[config.mk]
export PLATFORM = sky130hd
export DESIGN_NAME = fp_iter_divider
export DESIGN_NICKNAME = d
export VERILOG_FILES = /design/src/rtl/fp_iter_divider.sv
export SDC_FILE = /design/constraint.sdc
export NUM_CORES = 1
export LEC_CHECK = 0
export BUFFER_PORTS_ARGS = -buffer_cell sky130_fd_sc_hd__buf_2
export CORE_MARGIN = 3
export CORE_UTILIZATION = 40
export DETAILED_ROUTE_END_ITERATION = 6
export HOLD_SLACK_MARGIN = 0.02
export PLACE_DENSITY = 0.66
export SETUP_SLACK_MARGIN = 0.4
export SLEW_MARGIN = 20
export SYNTH_ARGS = -nofsm -noshare
export SYNTH_HDL_FRONTEND = slang
export SYNTH_SLANG_ARGS = --single-unit
[constraint.sdc]
create_clock -name clk -period 4.9 [get_ports clk]
set_clock_uncertainty 0.2 [all_clocks]
set_input_delay 0.735 -clock clk [delete_from_list [all_inputs] [get_ports clk]]
set_output_delay 0.735 -clock clk [all_outputs]
set_load 0.02 [all_outputs]
[src/rtl/fp_iter_divider.sv]
// Sequential {exponent, mantissa} divider: restoring shift-subtract, one quotient bit per cycle.
// Valid/ready handshakes on both sides; result held in DONE until the consumer accepts it.
module fp_iter_divider #(
   parameter int EXP_W = 8,
   parameter int MAN_W = 24
) (
   input  logic             clk,
   input  logic             rst,
   input  logic             in_valid,
   output logic             in_ready,
   input  logic [EXP_W-1:0] expA,
   input  logic [MAN_W-1:0] manA,
   input  logic [EXP_W-1:0] expB,
   input  logic [MAN_W-1:0] manB,
   output logic             out_valid,
   input  logic             out_ready,
   output logic [EXP_W-1:0] expQ,
   output logic [MAN_W-1:0] manQ,
   output logic             inexact,
   output logic             div_by_zero
);

   localparam int CNT_W = $clog2(MAN_W + 1);

   typedef enum logic [1:0] {S_IDLE, S_ALIGN, S_ITER, S_DONE} state_t;

   state_t             state_q, state_d;
   logic [EXP_W-1:0]   expa_q, expa_d, expb_q, expb_d;
   logic [MAN_W-1:0]   mana_q, mana_d, manb_q, manb_d;
   logic [MAN_W:0]     rem_q, rem_d;
   logic [MAN_W-1:0]   quo_q, quo_d;
   logic [CNT_W-1:0]   cnt_q, cnt_d;
   logic [EXP_W-1:0]   exp_tmp_q, exp_tmp_d;
   logic [EXP_W-1:0]   expq_q, expq_d;
   logic [MAN_W-1:0]   manq_q, manq_d;
   logic               inexact_q, inexact_d;
   logic               dbz_q, dbz_d;

   logic               accept;
   logic               special;
   logic               rem_ge;
   logic [MAN_W:0]     rem_sub;
   logic [MAN_W-1:0]   quo_shift;
   logic               last_iter;

   assign accept    = in_valid && (state_q == S_IDLE);
   assign special   = (manB == '0) || (manA == '0);
   assign rem_ge    = rem_q >= {1'b0, manb_q};
   assign rem_sub   = rem_ge ? (rem_q - {1'b0, manb_q}) : rem_q;
   assign quo_shift = (quo_q << 1) | MAN_W'(rem_ge);
   assign last_iter = (cnt_q == CNT_W'(MAN_W - 1));

   always_ff @(posedge clk or posedge rst) begin
      if (rst) begin
         state_q   <= S_IDLE;
         expa_q    <= '0;
         expb_q    <= '0;
         mana_q    <= '0;
         manb_q    <= '0;
         rem_q     <= '0;
         quo_q     <= '0;
         cnt_q     <= '0;
         exp_tmp_q <= '0;
         expq_q    <= '0;
         manq_q    <= '0;
         inexact_q <= 1'b0;
         dbz_q     <= 1'b0;
      end else begin
         state_q   <= state_d;
         expa_q    <= expa_d;
         expb_q    <= expb_d;
         mana_q    <= mana_d;
         manb_q    <= manb_d;
         rem_q     <= rem_d;
         quo_q     <= quo_d;
         cnt_q     <= cnt_d;
         exp_tmp_q <= exp_tmp_d;
         expq_q    <= expq_d;
         manq_q    <= manq_d;
         inexact_q <= inexact_d;
         dbz_q     <= dbz_d;
      end
   end

   always_comb begin
      state_d = state_q;
      case (state_q)
         S_IDLE:  if (accept) state_d = special ? S_DONE : S_ALIGN;
         S_ALIGN: state_d = S_ITER;
         S_ITER:  if (last_iter) state_d = S_DONE;
         S_DONE:  if (out_ready) state_d = S_IDLE;
         default: state_d = S_IDLE;
      endcase
   end

   always_comb begin
      in_ready  = (state_q == S_IDLE);
      out_valid = (state_q == S_DONE);
   end

   always_comb begin
      expa_d    = expa_q;
      expb_d    = expb_q;
      mana_d    = mana_q;
      manb_d    = manb_q;
      rem_d     = rem_q;
      quo_d     = quo_q;
      cnt_d     = cnt_q;
      exp_tmp_d = exp_tmp_q;
      expq_d    = expq_q;
      manq_d    = manq_q;
      inexact_d = inexact_q;
      dbz_d     = dbz_q;
      case (state_q)
         S_IDLE: begin
            if (accept) begin
               expa_d = expA;
               expb_d = expB;
               mana_d = manA;
               manb_d = manB;
               if (manB == '0) begin
                  manq_d    = '1;
                  expq_d    = '1;
                  inexact_d = 1'b0;
                  dbz_d     = 1'b1;
               end else if (manA == '0) begin
                  manq_d    = '0;
                  expq_d    = '0;
                  inexact_d = 1'b0;
                  dbz_d     = 1'b0;
               end
            end
         end
         S_ALIGN: begin
            // Pre-shift a smaller dividend so the first quotient bit is always 1.
            if (mana_q >= manb_q) begin
               rem_d     = {1'b0, mana_q};
               exp_tmp_d = expa_q - expb_q;
            end else begin
               rem_d     = {mana_q, 1'b0};
               exp_tmp_d = expa_q - expb_q - EXP_W'(1);
            end
            quo_d = '0;
            cnt_d = '0;
         end
         S_ITER: begin
            rem_d = rem_sub << 1;
            quo_d = quo_shift;
            cnt_d = cnt_q + CNT_W'(1);
            if (last_iter) begin
               manq_d    = quo_shift;
               expq_d    = exp_tmp_q;
               inexact_d = (rem_sub != '0);
               dbz_d     = 1'b0;
            end
         end
         default: ;
      endcase
   end

   assign expQ        = expq_q;
   assign manQ        = manq_q;
   assign inexact     = inexact_q;
   assign div_by_zero = dbz_q;

endmodule

==> out/qor.log, run 1 <==
qor: run_status.result_of_the_run completed
qor: placement.detailedPlacementHpwl 18200 microns
qor: setup_path.crit_arrival 4000 ps
qor: drt.dr.pass1.iters 6
qor: placement.portBuffers 103
qor: logic_synthesis.postSynthAreaPerCell 10.2 sq um
qor: drt.remaining_drc_errors 0
qor: setup_path.crit_type register to register
qor: drt.route.detailed.wl_per_inst 18.0 microns
qor: logic_synthesis.synth_nets 1064
qor: setup_path.cp_max_fo 4
qor: finish.multi_input_comb_area 5100 sq um
qor: finish.final_layout_size_suffix_gt1_share 22.3%
qor: global_route.grt_util_all_layers 19.3%
qor: logic_synthesis.synth-edff-count 0
qor: sta.worst_slew_margin_rel 36.9%
qor: clocking.cts.repair_timing.setup_buffer_count 0
qor: finish.final.fill_count 2222
qor: clocking.clock_slew_at_reported_path_ffs 70 ps
qor: logic_synthesis.ys_seq_elements 161
qor: clocking.clock-root-buffer clkbuf_16
qor: sta.finalMaxSlewViolations 0
qor: finish.finalNetCount 1152
qor: placement.globalplace.congestion 0.906
qor: clocking.tritoncts.num_buffers 17
qor: sta.final.min_clock_period 3890 ps
qor: drt.antenna_left 0
qor: clocking.insertion_delay 430 ps
qor: sta.final_count_of_hold_timing_violations 0
qor: sta.rsz0062_at_grt no
qor: flow_run.maxCapViolCount 0
qor: logic_synthesis.syn_area 9490 sq um
qor: logic_synthesis.postSynth.topFlopCell dfrtp_1
qor: drt.detailedRoute.firstIterationViolations 567
qor: clocking.cts.sink_count 161
qor: drt.drt_wl_total 24300 microns
qor: finish.layout.area.seq 4030 sq um
qor: die.design.die.area 25600 sq um
qor: logic_synthesis.synth_top_area_share 42.5%
qor: global_route.grt_antenna_before_repair 0
qor: clocking.hold_buffers 0
qor: die.std_cell_rows 55
qor: die.top_level_ports 104
qor: sta.final.setup.worst_slack 1010 ps
qor: drt.via_per_inst 5.66
qor: logic_synthesis.post_synth_main_area_contributors dfrtp_1 42%, mux2_2 8.1%, ha_1 8.0%, mux2i_1 4.1%, nand2_1 3.1%
qor: sta.timing.final.crit_share 79.4%
qor: global_route.grt_pass1_vias 7478
qor: logic_synthesis.largest_area_contributor_in_the_synthesized_netlist dfrtp_1
qor: logic_synthesis.post_synth_num_cell_types 72
qor: global_route.globalRouteOverflowTotal 0
qor: die.floorplan_die_height 160 microns
qor: clocking.clock_tree.htree_level_count 4
qor: setup_path.crit_start_category register
qor: clocking.post_cts_resize_count 0
qor: clocking.clock_tree_from_tritoncts built
qor: die.core_area 23000 sq um
qor: sta.report.final.setup_viol 0
qor: sta.clock.fmax 257 MHz
qor: setup_path.crit_path_end_kind register
qor: logic_synthesis.seq_area_frac_synth 42.5%
qor: placement.place_worst_setup_slack 829 ps
qor: sta.tightest_slew 944 ps
qor: drt.vias 7630
qor: setup_path.crit_required 5010 ps
qor: global_route.grt_pass1_wl 40100 microns
qor: finish.count_of_antenna_diodes_in_the_layout 0
qor: finish.flow.area_growth_from_synthesis 15.4%
qor: die.start_util 41.3%
qor: logic_synthesis.synthesized_instance_count 933
qor: finish.finish.utilization 47.6%
qor: sta.timing.setup.tns 0 ps
qor: logic_synthesis.ys_async_sr_fraction 100%
qor: global_route.maximum_number_of_pins_on_one_net_before_global_route_repair 81
qor: hold_path.worst_hold_path_type input port to asynchronous set/reset pin
qor: logic_synthesis.synth_warnings 0
qor: die.die_width 160 microns
qor: clocking.cts_buffer_depth 2
==> layer usage <==
metal | part of all wire (%) | wire (microns) | GRT usage [%]
met4 | 2.1 | 515 | 6.15
met3 | 5.9 | 1440 | 4.07
met1 | 49 | 11900 | 28.6
met5 | 0 | 0 | 0
met2 | 43 | 10500 | 28.2
==> worst paths after layout <==
check / from / endpoint / slack (ps) / cells after the start
setup / recovery: rem_q[0] / inexact / 1010 / 13
hold / removal: rst / manQ[2] / 60 / 2
setup reg to reg: rem_q[0] / inexact / 1010 / 13
hold reg to reg: div_by_zero / div_by_zero / 290 / 2
max in group asynchronous: rst / rem_q[14] / 3450 / 4
min in group clk: div_by_zero / div_by_zero / 290 / 2
==> registers in the layout (all words and copies together), names as in the netlist <==
| register | count |
|---|---|
| inexact | 1 |
| manb_q | 24 |
| expQ | 8 |
| expb_q | 8 |
| rem_q | 25 |
| mana_q | 24 |
| manQ | 24 |
| exp_tmp_q | 8 |
| state_q | 2 |
| expa_q | 8 |
| div_by_zero | 1 |
| cnt_q | 5 |
| quo_q | 23 |
==> layout make-up <==
type                       count  area share (%)
clock buffer                  17            3.89
multi-input combinational    673            46.6
clock inverter                15            1.58
tap                          313            3.58
timing repair buffer         113            5.62
inverter                      55            1.92
sequential                   161            36.8
==> synthesized netlist by cell type, types with 3 or more instances <==
cell type,instances
dfrtp_1,161
nand2_1,79
mux2_2,68
ha_1,61
o21ai_0,56
a21oi_1,54
inv_1,54
mux2i_1,39
clkbuf_1,36
a22oi_1,31
nor2_1,30
a22o_1,21
nor4_1,19
nand3_1,18
xnor2_1,16
a21o_1,15
a2bb2oi_1,14
nor3_1,14
xor2_1,12
nand4_1,11
and3_1,9
nand2b_1,8
or4_1,6
a211oi_1,5
a221o_1,5
buf_2,5
nor2b_1,5
o21a_1,5
o2bb2ai_1,5
o21bai_1,4
o221ai_1,4
a21boi_0,3
and4_1,3
nand3b_1,3
nor3b_1,3
o2111ai_1,3
or3_1,3
==> worst max-delay path, stage by stage, from the launching register on <==
cell	delay, ps
dfrtp_1	400
inv_1	90
ha_1	160
inv_1	70
fa_1	410
a21o_1	240
a221oi_2	430
o211ai_2	160
a21o_1	260
a311o_1	390
a2111oi_2	370
and4_1	270
a21oi_1	70
a221o_1	250
==> stage by stage <==
| step | hold slack, ps | area, sq um | instances |
|---|---|---|---|
| 3_3_place_gp | 262 | 10300 | 1314 |
| 5_1_grt | 75.1 | 10900 | 1347 |
| 6_report | 63.4 | 10900 | 1347 |
| 2_1_floorplan | 277 | 9490 | 933 |
| 4_1_cts | 286 | 10900 | 1346 |
| 3_5_place_dp | 269 | 10300 | 1314 |
==> placed cells by master, fill, tap and decap left out, types with 29 or more instances in the layout <==
cell type / synthesis / routed
a22oi_1: 31 / 31
ha_1: 61 / 61
nor2_1: 30 / 29
buf_2: 5 / 103
inv_1: 54 / 53
mux2i_1: 39 / 39
o21ai_0: 56 / 56
mux2_2: 68 / 68
dfrtp_1: 161 / 161
nand2_1: 79 / 78
a21oi_1: 54 / 53
==> logic make-up after synthesis <==
| group | Yosys count | synth area share (%) |
|---|---|---|
| compound gates | 253 | 18.4 |
| simple gates | 222 | 11.9 |
| mux | 107 | 12.2 |
| flops | 161 | 42.5 |
| xor+xnor | 28 | 2.58 |
| fa+ha+maj | 63 | 8.46 |
| buf+inv | 99 | 4.02 |
Power of run 1 is not shown: default switching activity piles up to over one toggle a cycle in this logic, so the estimate is an artifact.
==> run 2, diff against run 1 <==
PLACE_DENSITY = 0.64   (was 0.66)
clock period = 3.72 ns   (was 4.9 ns; I/O delays follow)
==> out/qor.log, run 2 (synthesis results as in run 1) <==
qor: setup_path.path_common_cell a21o_1
qor: finish.count_of_antenna_diodes_in_the_layout 0 [unchanged]
qor: global_route.globalRouteOverflowTotal 0 [unchanged]
qor: global_route.grt_pass1_vias 7534 [+0.75%]
qor: clocking.clock_tree_from_tritoncts built
qor: placement.portBuffers 103 [unchanged]
qor: setup_path.crit_required 3840 ps [-1170 ps]
qor: global_route.maximum_number_of_pins_on_one_net_before_global_route_repair 54 [-33%]
qor: clocking.cts_buffer_depth 2 [unchanged]
qor: setup_path.timing.critical_path.slowest_cell_delay 450 ps [+20 ps]
qor: drt.antenna_left 0 [unchanged]
qor: finish.final.fill_count 2077 [-6.5%]
qor: finish.layout.area.seq 4030 sq um [unchanged]
qor: die.die_width 160 microns [unchanged]
qor: clocking.cts.sink_count 161 [unchanged]
qor: drt.remaining_drc_errors 0 [unchanged]
qor: drt.vias 7860 [+3.0%]
qor: global_route.grt_antenna_before_repair 0 [unchanged]
qor: finish.flip_flop_count_of_the_largest_register_all_copies_and_words_added 25 [unchanged]
qor: setup_path.crit_type register to register
qor: sta.timing.final.crit_share 94.4% [+15 points]
qor: setup_path.crit_start_category register
qor: sta.worst_slew_margin_rel 48.3% [+11 points]
qor: sta.clock.fmax 285 MHz [+11%]
qor: flow_run.maxCapViolCount 0 [unchanged]
qor: clocking.clock-root-buffer clkbuf_16
qor: sta.rsz0062_at_grt yes
qor: finish.layout.cells.most_common dfrtp_1
qor: finish.finalNetCount 1201 [+4.3%]
qor: setup_path.crit_arrival 3630 ps [-370 ps]
qor: sta.final_count_of_hold_timing_violations 0 [unchanged]
qor: sta.timing.setup.tns 0 ps [unchanged]
qor: placement.post-place-cells 1337 [+1.8%]
qor: setup_path.crit_path_end_kind register
qor: placement.detailedPlacementHpwl 19200 microns [+5.1%]
qor: clocking.tritoncts.num_buffers 17 [unchanged]
qor: placement.post_dp_cell_area 10600 sq um [+2.4%]
qor: clocking.insertion_delay 430 ps [about the same]
qor: drt.detailedRoute.firstIterationViolations 592 [+4.4%]
qor: drt.drt_wl_total 26000 microns [+7.1%]
qor: drt.route.detailed.wl_per_inst 18.7 microns [+3.4%]
qor: clocking.clock_slew_at_reported_path_ffs 70 ps [about the same]
qor: clocking.clock_tree.htree_level_count 4 [unchanged]
qor: setup_path.critPathSlowestCell dfrtp_1
qor: drt.dr.pass1.iters 5 [-1]
qor: clocking.hold_buffers 0 [unchanged]
qor: finish.finish.instance_area 11600 sq um [+6.2%]
qor: global_route.grt_pass1_wl 41400 microns [+3.2%]
qor: sta.tightest_slew 773 ps [-171 ps]
qor: finish.mostFrequentLayoutCells 161 x dfrtp_1, 104 x buf_2, 78 x nand2_1
qor: finish.multi_input_comb_area 5260 sq um [+3.0%]
qor: finish.finish.utilization 50.6% [+2.9 points]
qor: sta.finalMaxSlewViolations 0 [unchanged]
qor: die.start_util 41.3% [unchanged]
qor: setup_path.cp_max_fo 4 [unchanged]
qor: run_status.result_of_the_run completed
qor: finish.final_cell_count_no_fill 1396 [+3.6%]
qor: placement.globalplace.congestion 0.915 [+0.94%]
qor: drt.via_per_inst 5.63 [-0.60%]
qor: sta.report.final.setup_viol 0 [unchanged]
qor: die.design.die.area 25600 sq um [unchanged]
qor: sta.final.min_clock_period 3510 ps [-380 ps]
qor: global_route.grt_util_all_layers 20.0% [+0.66 points]
qor: die.top_level_ports 104 [unchanged]
qor: setup_path.worstPathCellList ha_4 -> inv_2 -> fa_2 -> a21o_1 -> a221oi_4 -> o211ai_2 -> a21o_1 -> a311o_1 -> a2111oi_2 -> and4_1 -> a21oi_1 -> a221o_1
qor: hold_path.worst_hold_path_type input port to asynchronous set/reset pin
qor: die.floorplan_die_height 160 microns [unchanged]
qor: finish.largest-register rem_q
qor: finish.flow.area_growth_from_synthesis 22.5%
qor: die.core_area 23000 sq um [unchanged]
qor: finish.final_layout_size_suffix_gt1_share 29.3% [+6.9 points]
qor: die.std_cell_rows 55 [unchanged]
==> run 2: path summary, 6_finish.rpt <==
kind	startpoint	endpoint	slack [ps]	cells after the start
worst max-delay path	manb_q[0]	inexact	210	12
worst max register to register	manb_q[0]	inexact	210	12
worst min register to register	div_by_zero	div_by_zero	270	2
worst min-delay path	rst	manQ[8]	50	2
max in group asynchronous	rst	manQ[20]	2520	3
min in group clk	expA[7]	expa_q[7]	150	2
==> run 2: final cells by class <==
class | count | share of cell area (%)
clock inverter | 15 | 1.83
tap | 313 | 3.37
multi-input combinational | 673 | 45.2
clock buffer | 17 | 3.66
inverter | 55 | 1.81
timing repair buffer | 162 | 9.45
sequential | 161 | 34.7
==> run 2: through the flow <==
| step | setup WS (ps) | hold WS (ps) |
|---|---|---|
| floorplan | 403 | 277 |
| global placement | 223 | 255 |
| detailed placement | 139 | 259 |
| CTS | 251 | 65.6 |
| global route | 93.1 | 96.6 |
| finish | 208 | 50.1 |
==> run 2: critical path, delay by kind of cell (launching register included) <==
| family | cells | cell delay (ps) |
|---|---|---|
| fa+ha+maj | 2 | 570 |
| buf+inv | 1 | 40 |
| flops | 1 | 450 |
| simple gates | 1 | 230 |
| compound gates | 8 | 1910 |
==> run 2: per-layer routing <==
metal  GRT usage [%]  wire [microns]  vias to the layer above
met5               0               0                        -
met4            6.00             563                        0
met3            3.92            1360                       34
met2            28.8           11300                      236
met1            30.2           12800                     3856
li1                -               -                     3734
==> run 2: what timing repair did <==
action / CTS / global route
endpoints found under the setup margin: 16 / 27
gates cloned: 0 / 4
gates resized for setup: 1 / 50
buffers inserted: 7 / 16
endpoints found under the hold margin: 0 / 0
pin swaps: 3 / 14
Power of run 2 is left out for the same reason.
